[config.mk]
export PLATFORM = sky130hd
export DESIGN_NAME = hog_cell_histogram_flat
export DESIGN_NICKNAME = d
export VERILOG_FILES = /design/src/rtl/hog_pkg.sv /design/src/rtl/hog_cell_histogram_if.sv /design/src/rtl/hog_hist_bank.sv /design/src/rtl/hog_cell_histogram.sv /design/src/flat_wrapper.sv
export SDC_FILE = /design/constraint.sdc
export NUM_CORES = 2
export LEC_CHECK = 0
export ABC_AREA = 0
export CORE_MARGIN = 2
export CORE_UTILIZATION = 40
export CTS_CLUSTER_DIAMETER = 200
export DETAILED_ROUTE_END_ITERATION = 6
export DONT_BUFFER_PORTS = 1
export PLACE_DENSITY_LB_ADDON = 0.25
export SYNTH_ARGS = -nofsm -noshare
export SYNTH_HDL_FRONTEND = slang
export SYNTH_SLANG_ARGS = --single-unit
export TNS_END_PERCENT = 1
[constraint.sdc]
create_clock -name aclk -period 90.9 [get_ports aclk]
set_input_delay 18.18 -clock aclk [delete_from_list [all_inputs] [get_ports aclk]]
set_output_delay 18.18 -clock aclk [all_outputs]
set_load 0.05 [all_outputs]
[src/rtl/hog_pkg.sv]
// rtl/hog_pkg.sv - shared constants and width rules for the HOG cell histogram
//
// Purpose: bin-count constants, the default cell size, the drain FSM state
// type and the accumulator width rule shared by the histogram files.
// Ports: none (package).
package hog_pkg;

    localparam int NUM_BINS            = 18;
    localparam int BIN_IDX_W           = 5;
    localparam int CELL_PIXELS_DEFAULT = 64;

    // Sized bin constants so index comparisons stay width-matched.
    localparam logic [BIN_IDX_W-1:0] BIN_LIMIT = BIN_IDX_W'(NUM_BINS);
    localparam logic [BIN_IDX_W-1:0] BIN_LAST  = BIN_IDX_W'(NUM_BINS - 1);

    typedef enum logic {
        ST_IDLE  = 1'b0,
        ST_DRAIN = 1'b1
    } drain_state_t;

    // An accumulator that never saturates needs room for CELL_PIXELS full-scale
    // magnitudes; narrower accumulators are legal and saturate.
    function automatic int acc_width_for(input int mag_w, input int cell_px);
        return mag_w + $clog2(cell_px);
    endfunction

endpackage

[src/rtl/hog_cell_histogram_if.sv]
// rtl/hog_cell_histogram_if.sv - pixel input and histogram output stream bundle
//
// Purpose: groups the per-pixel bin/magnitude input and the bin-by-bin
// histogram output handshake.
// master: the histogram producer (consumes pixels, drives hist_* beats).
// slave : the surrounding logic (drives pixels and hist_ready).
interface hog_cell_histogram_if import hog_pkg::*; #(
    parameter int MAG_WIDTH = 16,
    parameter int ACC_WIDTH = 22
);
    logic [BIN_IDX_W-1:0] bin_num;
    logic [MAG_WIDTH-1:0] magnitude;
    logic                 bin_num_valid;
    logic [ACC_WIDTH-1:0] hist_data;
    logic [BIN_IDX_W-1:0] hist_idx;
    logic                 hist_valid;
    logic                 hist_last;
    logic                 hist_ready;

    modport master (
        input  bin_num, magnitude, bin_num_valid, hist_ready,
        output hist_data, hist_idx, hist_valid, hist_last
    );

    modport slave (
        output bin_num, magnitude, bin_num_valid, hist_ready,
        input  hist_data, hist_idx, hist_valid, hist_last
    );
endinterface

[src/rtl/hog_hist_bank.sv]
// rtl/hog_hist_bank.sv - one NUM_BINS-entry saturating accumulator bank
//
// Purpose: holds one cell histogram.
// Ports: clk, rst (async, active-high)
//        i_add_en/i_add_idx/i_add_mag : saturating read-modify-write add
//        i_rd_idx/o_rd_data          : combinational read port
//        i_clr_en                    : zero the entry at i_rd_idx
module hog_hist_bank import hog_pkg::*; #(
    parameter int MAG_WIDTH = 16,
    parameter int ACC_WIDTH = 22
) (
    input  logic                 clk,
    input  logic                 rst,
    input  logic                 i_add_en,
    input  logic [BIN_IDX_W-1:0] i_add_idx,
    input  logic [MAG_WIDTH-1:0] i_add_mag,
    input  logic [BIN_IDX_W-1:0] i_rd_idx,
    output logic [ACC_WIDTH-1:0] o_rd_data,
    input  logic                 i_clr_en
);

    logic [ACC_WIDTH-1:0] r_acc [NUM_BINS];
    logic [ACC_WIDTH-1:0] w_add_cur;
    logic [ACC_WIDTH:0]   w_sum;
    logic [ACC_WIDTH-1:0] w_sat;

    always_comb begin
        w_add_cur = (i_add_idx < BIN_LIMIT) ? r_acc[i_add_idx] : '0;
        w_sum     = {1'b0, w_add_cur} + {{(ACC_WIDTH + 1 - MAG_WIDTH){1'b0}}, i_add_mag};
        // The carry out of the extended sum means the true total no longer fits.
        w_sat     = w_sum[ACC_WIDTH] ? {ACC_WIDTH{1'b1}} : w_sum[ACC_WIDTH-1:0];
        o_rd_data = (i_rd_idx < BIN_LIMIT) ? r_acc[i_rd_idx] : '0;
    end

    // Adds target the write bank and clears target the drain bank, so both never
    // hit one bank together; add is given priority anyway.
    always_ff @(posedge clk or posedge rst) begin
        if (rst) begin
            for (int i = 0; i < NUM_BINS; i++) begin
                r_acc[i] <= '0;
            end
        end else begin
            for (int i = 0; i < NUM_BINS; i++) begin
                if (i_add_en && (i_add_idx == BIN_IDX_W'(i))) begin
                    r_acc[i] <= w_sat;
                end else if (i_clr_en && (i_rd_idx == BIN_IDX_W'(i))) begin
                    r_acc[i] <= '0;
                end
            end
        end
    end

endmodule

[src/rtl/hog_cell_histogram.sv]
// rtl/hog_cell_histogram.sv - ping-pong per-cell orientation histogram with stream drain
//
// Purpose: accumulates pixel magnitudes into an 18-bin histogram per cell of
// CELL_PIXELS pixels and drains finished histograms one bin per beat.
// Ports: aclk, areset (async, active-high)
//        hist_if (master): bin_num/magnitude/bin_num_valid in,
//                          hist_data/hist_idx/hist_valid/hist_last out, hist_ready in
//        err_clr   : clears the sticky error flags
//        cell_done : one-cycle pulse after a cell's last pixel is accepted
//        bin_err   : sticky, out-of-range bin seen
//        overrun   : sticky, pixel dropped because both banks were busy
module hog_cell_histogram import hog_pkg::*; #(
    parameter int MAG_WIDTH   = 16,
    parameter int ACC_WIDTH   = 22,
    parameter int CELL_PIXELS = CELL_PIXELS_DEFAULT
) (
    input  logic                 aclk,
    input  logic                 areset,
    hog_cell_histogram_if.master hist_if,
    input  logic                 err_clr,
    output logic                 cell_done,
    output logic                 bin_err,
    output logic                 overrun
);

    localparam int              PIX_W    = $clog2(CELL_PIXELS);
    localparam logic [PIX_W-1:0] PIX_LAST = PIX_W'(CELL_PIXELS - 1);

    drain_state_t          r_state;
    drain_state_t          w_state_nxt;
    logic [BIN_IDX_W-1:0]  r_idx;
    logic [BIN_IDX_W-1:0]  w_idx_nxt;
    logic [PIX_W-1:0]      r_pix_cnt;
    logic                  r_wr_bank;
    logic                  r_rd_bank;
    logic                  r_pending;
    logic                  r_cell_done;
    logic                  r_bin_err;
    logic                  r_overrun;

    logic                  w_bin_ok;
    logic                  w_accept;
    logic                  w_last_pix;
    logic                  w_hs;
    logic                  w_drain_done;
    logic                  w_swap;
    logic                  w_hist_valid;
    logic                  w_hist_last;
    logic [ACC_WIDTH-1:0]  w_hist_data;
    logic [ACC_WIDTH-1:0]  w_rd_data [2];

    assign w_bin_ok     = (hist_if.bin_num < BIN_LIMIT);
    assign w_accept     = hist_if.bin_num_valid && !r_pending;
    assign w_last_pix   = w_accept && (r_pix_cnt == PIX_LAST);
    assign w_hs         = (r_state == ST_DRAIN) && hist_if.hist_ready;
    assign w_drain_done = w_hs && (r_idx == BIN_LAST);
    // A finished cell (just now, or parked in pending) moves to the drain side as
    // soon as the drain side is free, including the edge its last beat leaves.
    assign w_swap       = (w_last_pix || r_pending) && ((r_state == ST_IDLE) || w_drain_done);

    for (genvar b = 0; b < 2; b++) begin : g_bank
        hog_hist_bank #(
            .MAG_WIDTH (MAG_WIDTH),
            .ACC_WIDTH (ACC_WIDTH)
        ) u_bank (
            .clk       (aclk),
            .rst       (areset),
            .i_add_en  (w_accept && w_bin_ok && (r_wr_bank == 1'(b))),
            .i_add_idx (hist_if.bin_num),
            .i_add_mag (hist_if.magnitude),
            .i_rd_idx  (r_idx),
            .o_rd_data (w_rd_data[b]),
            .i_clr_en  (w_hs && (r_rd_bank == 1'(b)))
        );
    end

    always_ff @(posedge aclk or posedge areset) begin
        if (areset) begin
            r_state <= ST_IDLE;
            r_idx   <= '0;
        end else begin
            r_state <= w_state_nxt;
            r_idx   <= w_idx_nxt;
        end
    end

    always_comb begin
        w_state_nxt  = r_state;
        w_idx_nxt    = r_idx;
        w_hist_valid = 1'b0;
        w_hist_last  = 1'b0;
        w_hist_data  = '0;
        case (r_state)
            ST_IDLE: begin
                if (w_swap) begin
                    w_state_nxt = ST_DRAIN;
                    w_idx_nxt   = '0;
                end
            end
            ST_DRAIN: begin
                w_hist_valid = 1'b1;
                w_hist_data  = w_rd_data[r_rd_bank];
                w_hist_last  = (r_idx == BIN_LAST);
                if (w_hs) begin
                    if (r_idx == BIN_LAST) begin
                        w_idx_nxt   = '0;
                        w_state_nxt = w_swap ? ST_DRAIN : ST_IDLE;
                    end else begin
                        w_idx_nxt = r_idx + 1'b1;
                    end
                end
            end
            default: begin
                w_state_nxt = ST_IDLE;
                w_idx_nxt   = '0;
            end
        endcase
    end

    always_ff @(posedge aclk or posedge areset) begin
        if (areset) begin
            r_pix_cnt   <= '0;
            r_wr_bank   <= 1'b0;
            r_rd_bank   <= 1'b0;
            r_pending   <= 1'b0;
            r_cell_done <= 1'b0;
            r_bin_err   <= 1'b0;
            r_overrun   <= 1'b0;
        end else begin
            if (w_accept) begin
                r_pix_cnt <= w_last_pix ? '0 : r_pix_cnt + 1'b1;
            end
            if (w_swap) begin
                r_rd_bank <= r_wr_bank;
                r_wr_bank <= ~r_wr_bank;
                r_pending <= 1'b0;
            end else if (w_last_pix) begin
                r_pending <= 1'b1;
            end
            r_cell_done <= w_last_pix;
            if (w_accept && !w_bin_ok) begin
                r_bin_err <= 1'b1;
            end else if (err_clr) begin
                r_bin_err <= 1'b0;
            end
            if (hist_if.bin_num_valid && r_pending) begin
                r_overrun <= 1'b1;
            end else if (err_clr) begin
                r_overrun <= 1'b0;
            end
        end
    end

    assign hist_if.hist_valid = w_hist_valid;
    assign hist_if.hist_last  = w_hist_last;
    assign hist_if.hist_data  = w_hist_data;
    assign hist_if.hist_idx   = r_idx;
    assign cell_done          = r_cell_done;
    assign bin_err            = r_bin_err;
    assign overrun            = r_overrun;

endmodule
[src/flat_wrapper.sv]
// flat-port wrapper written by rule: the top's interface ports become plain ports
module hog_cell_histogram_flat import hog_pkg::*;
#(
    parameter int MAG_WIDTH   = 16,
    parameter int ACC_WIDTH   = 22,
    parameter int CELL_PIXELS = CELL_PIXELS_DEFAULT
)
  (aclk, areset, err_clr, cell_done, bin_err, overrun, hist_if_bin_num, hist_if_magnitude, hist_if_bin_num_valid, hist_if_hist_ready, hist_if_hist_data, hist_if_hist_idx, hist_if_hist_valid, hist_if_hist_last);
  hog_cell_histogram_if #(.MAG_WIDTH(MAG_WIDTH), .ACC_WIDTH(ACC_WIDTH)) hist_if_i ();
  input  logic aclk;
  input  logic areset;
  input  logic err_clr;
  output logic cell_done;
  output logic bin_err;
  output logic overrun;
  input wire logic [$bits(hist_if_i.bin_num)-1:0] hist_if_bin_num;
  input wire logic [$bits(hist_if_i.magnitude)-1:0] hist_if_magnitude;
  input wire logic [$bits(hist_if_i.bin_num_valid)-1:0] hist_if_bin_num_valid;
  input wire logic [$bits(hist_if_i.hist_ready)-1:0] hist_if_hist_ready;
  output wire logic [$bits(hist_if_i.hist_data)-1:0] hist_if_hist_data;
  output wire logic [$bits(hist_if_i.hist_idx)-1:0] hist_if_hist_idx;
  output wire logic [$bits(hist_if_i.hist_valid)-1:0] hist_if_hist_valid;
  output wire logic [$bits(hist_if_i.hist_last)-1:0] hist_if_hist_last;
  assign hist_if_i.bin_num = hist_if_bin_num;
  assign hist_if_i.magnitude = hist_if_magnitude;
  assign hist_if_i.bin_num_valid = hist_if_bin_num_valid;
  assign hist_if_i.hist_ready = hist_if_hist_ready;
  assign hist_if_hist_data = hist_if_i.hist_data;
  assign hist_if_hist_idx = hist_if_i.hist_idx;
  assign hist_if_hist_valid = hist_if_i.hist_valid;
  assign hist_if_hist_last = hist_if_i.hist_last;
  hog_cell_histogram #(.MAG_WIDTH(MAG_WIDTH), .ACC_WIDTH(ACC_WIDTH), .CELL_PIXELS(CELL_PIXELS)) u_core (.aclk(aclk), .areset(areset), .hist_if(hist_if_i), .err_clr(err_clr), .cell_done(cell_done), .bin_err(bin_err), .overrun(overrun));
endmodule
==> results.sh <==
export IMPL_outcome="finished with violations"
export IMPL_violations="DRC"
export IMPL_wl_met2_mm=73.8
export IMPL_clk_latency_ns=0.69
export IMPL_r2r_slack_ns=85.69
export IMPL_slowest_stage="nor2_1"
export IMPL_max_freq_mhz=43.2
export IMPL_drt_wl_total_mm=161
export IMPL_r2r_end="u_core.g_bank[1].u_bank.r_acc[73]"
export IMPL_wire_per_inst_um=31.1
export IMPL_drc_errors=5
export IMPL_maxSlewViolCount=0
export IMPL_endpoint_kind="flip-flop"
export IMPL_coreArea_mm2=0.109
export IMPL_cts_resized_gates=0
export IMPL_ant_nets=0
export IMPL_clk_pin_slew_ns=0.06
export IMPL_hold_depth=1
export IMPL_async_flop_share_pct=100
export IMPL_avgSynthCellArea_um2=11.5
export IMPL_area_delta_synth_final_pct=10.3
export IMPL_critPathKind="in -> reg"
export IMPL_syn_area_mm2=0.0440
export IMPL_h_tree_depth=3
export IMPL_ys_warnings_count=0
export IMPL_crit_fanout=246
export IMPL_cts_made_buffers=91
export IMPL_synthFlopType="dfrtp_1"
export IMPL_grt_use_total_pct=28.7
export IMPL_vias=33900
export IMPL_irDropWorstVdd_uv=13.4
export IMPL_antenna_found_initial=3
export IMPL_grt_pass1_wl_mm=236
export IMPL_die_area_mm2=0.113
export IMPL_max_slew_margin_rel_pct=14.4
export IMPL_hold_class="reg -> reg"
export IMPL_final_area_mm2=0.0485
export IMPL_finalSetupTns_ns=0
export IMPL_seq_area_frac_synth_pct=46.1
export IMPL_dr_wl_met3_mm=16.5
export IMPL_drive_above_1_share_pct=20.1
export IMPL_cpMostUsedCell="mux4_2"
export IMPL_fin_worst_skew_ns=0.0368
export IMPL_syn_nets=3880
export IMPL_ff_latch_area_mm2=0.0203
export IMPL_worstPathArrival_ns=23.63
export IMPL_cts_setup_buffers=0
export IMPL_cpPeakStageDelay_ns=0.92
export IMPL_p_per_area_mw_per_mm2=21.1
export IMPL_placementRows=121
export IMPL_tightestPinTransition_ns=1.28
export IMPL_synth_edf_count=0
export IMPL_holdBufCountCts=0
export IMPL_netlist_instances=3814
export IMPL_period_share_pct=25.4
export IMPL_cp_cell_sequence="mux4_2 > mux4_2 > o2bb2ai_1 > ha_1 > fa_1 > a21o_1 > a31oi_1 > nor3_1 > or4_1 > nor4b_4 > buf_4 > nor2_1 > o21ai_0"
export IMPL_required_ns=91.39
export IMPL_leakagePower_nw=20.2
export IMPL_rsz0062_at_grt="no"
export IMPL_grt_pass1_vias=33400
export IMPL_cts_root_buf="clkbuf_16"
export IMPL_cp_endpoint="u_core.g_bank[1].u_bank.r_acc[73]"
export IMPL_final_fill_count=10100
export IMPL_cts_sinks=810
export IMPL_cp_start_kind="primary input"
export IMPL_grt_max_degree=247
export IMPL_finalHoldViolations=0
export IMPL_dp_final_hpwl_mm=93.9
export IMPL_drv_cap=0
export IMPL_synth_seq_cells=810
export IMPL_top_layer="met5"
export IMPL_tritoncts="done"
export IMPL_port_buffers=0
export IMPL_initial_core_util_pct=40.3
export IMPL_multi_input_area_mm2=0.0224
export IMPL_cts_max_path_buffers=3
export IMPL_m1WireLength_mm=63.7
export IMPL_pin_count=58
export IMPL_final_nets=3751
export IMPL_critPathLaunch="hist_if_bin_num[0]"
export IMPL_holdWs_ns=0.490
export IMPL_layout_min_cycle_time_ns=23.13
export IMPL_drtIter0Drc=4048
export IMPL_synth_cell_types=84
export IMPL_placed_area_mm2=0.0453
export IMPL_rr_worst_depth=13
export IMPL_worstReg2RegStart="u_core.g_bank[1].u_bank.r_acc[44]"
export IMPL_vias_per_cell=6.55
export IMPL_setup_viol=0
export IMPL_die_h_um=336
export IMPL_grt_remaining_overflow=0
export IMPL_globalplace_congestion=0.914
export IMPL_first_pass_iters=7
export IMPL_fp_dieW_um=336
==> layout by cell type, fill, tap and decap left out, types with 11 or more instances in the layout <==
cell type / count
a22o_1: 161
clkbuf_16: 93
nor2_1: 111
o21ai_0: 640
ha_1: 38
nor2b_1: 23
clkinv_2: 15
a21o_1: 13
mux4_2: 404
xnor2_1: 19
a32o_1: 18
clkbuf_8: 33
o211ai_1: 13
mux2i_1: 118
and3_1: 16
nor3_1: 31
buf_4: 92
clkbuf_1: 15
dfrtp_1: 803
o21ai_2: 11
nand3_1: 22
a21oi_2: 36
o2bb2ai_1: 32
and2_1: 20
inv_1: 11
a31oi_1: 13
nand2_1: 705
a21oi_1: 53
mux4_1: 14
o22ai_1: 12
==> Yosys cell counts (13+ instances only) <==
library cell	n	share of area, %
a31oi_1	15	0.21
dfrtp_1	810	46
a32o_1	18	0.41
buf_1	43	0.37
o211ai_1	13	0.22
nand2_1	705	6.0
nor2_1	111	0.95
mux2i_1	119	2.7
o21ai_0	640	7.3
and3_1	16	0.23
nor2b_1	23	0.33
buf_2	30	0.34
o2bb2ai_1	32	0.64
a21o_1	13	0.22
a21oi_1	88	1.0
and2_1	20	0.28
mux4_1	14	0.84
a22o_1	161	3.2
xnor2_1	19	0.38
nor3_1	32	0.36
nand3_1	22	0.25
clkbuf_1	218	1.9
ha_1	38	1.1
mux4_2	404	21
==> layer usage <==
metal	GRT usage [%]	vias to the layer above
met3	7.10	415
met1	38.8	17600
met5	0	-
li1	-	14100
met4	12.2	2
met2	44.1	1867
==> critical path, delay by kind of cell <==
family | cells | cell delay [ns]
compound gates | 4 | 0.95
simple gates | 4 | 1.79
buf+inv | 1 | 0.22
mux | 2 | 1.30
fa+ha+maj | 2 | 0.70
==> flip-flops by register name (all words and copies together), names as in the netlist <==
signal                      flops
u_core.overrun                  1
u_core.r_wr_bank                1
u_core.g_bank.u_bank.r_acc    792
u_core.r_pending                1
u_core.bin_err                  1
u_core.r_pix_cnt                6
u_core.r_state                  1
u_core.r_rd_bank                1
u_core.hist_if.hist_idx         5
u_core.cell_done                1
==> per-stage QoR <==
stage	power [mW]	setup WS (ns)	std cells	util, %
floorplan	0.581	49.97	3814	-
global placement	0.630	67.85	5006	41.6
detailed placement	0.635	67.74	5006	41.6
CTS	1.03	68.02	5175	44.5
global route	1.06	67.71	5175	44.5
finish	1.02	67.77	5184	44.5
==> area by class of cell <==
cell class / instances / area share [%]
Tap cell: 1414 / 3.65
Inverter: 15 / 0.132
Sequential cell: 810 / 41.8
Clock buffer: 141 / 5.85
Multi-Input combinational cell: 2671 / 46.2
Timing Repair Buffer: 96 / 1.59
Antenna cell: 9 / 0.0464
Clock inverter: 28 / 0.699
==> worst min path at each step <==
stage / from / endpoint / slack (ns)
after floorplan: u_core.r_pix_cnt[5] / u_core.r_pix_cnt[5] / 0.45
after detailed placement: u_core.r_pix_cnt[5] / u_core.r_pix_cnt[5] / 0.49
final: u_core.r_pix_cnt[5] / u_core.r_pix_cnt[5] / 0.49
after global placement: u_core.r_pix_cnt[5] / u_core.r_pix_cnt[5] / 0.46
after CTS: u_core.r_pix_cnt[5] / u_core.r_pix_cnt[5] / 0.50
after global routing: u_core.g_bank[1].u_bank.r_acc[159] / u_core.g_bank[1].u_bank.r_acc[159] / 0.51
==> cell families after synthesis <==
kind of cell	count (synthesis)	synth area share [%]
multiplexers	547	24.5
AO/OA/AOI/OAI	1075	15.0
AND/OR/NAND/NOR	983	9.41
adder cells (fa/ha/maj)	40	1.17
XOR/XNOR	26	0.518
buffers and inverters	333	3.27
flip-flops	810	46.1
==> power breakdown <==
group	switching [mW]	total (mW)	internal [mW]	leakage [nW]
sequential	0.0348	0.436	0.401	11.0
combinational	0.108	0.196	0.0886	7.59
clock	0.160	0.392	0.232	1.57
total	0.303	1.02	0.722	20.2
Power figures use the tool's default switching activity.
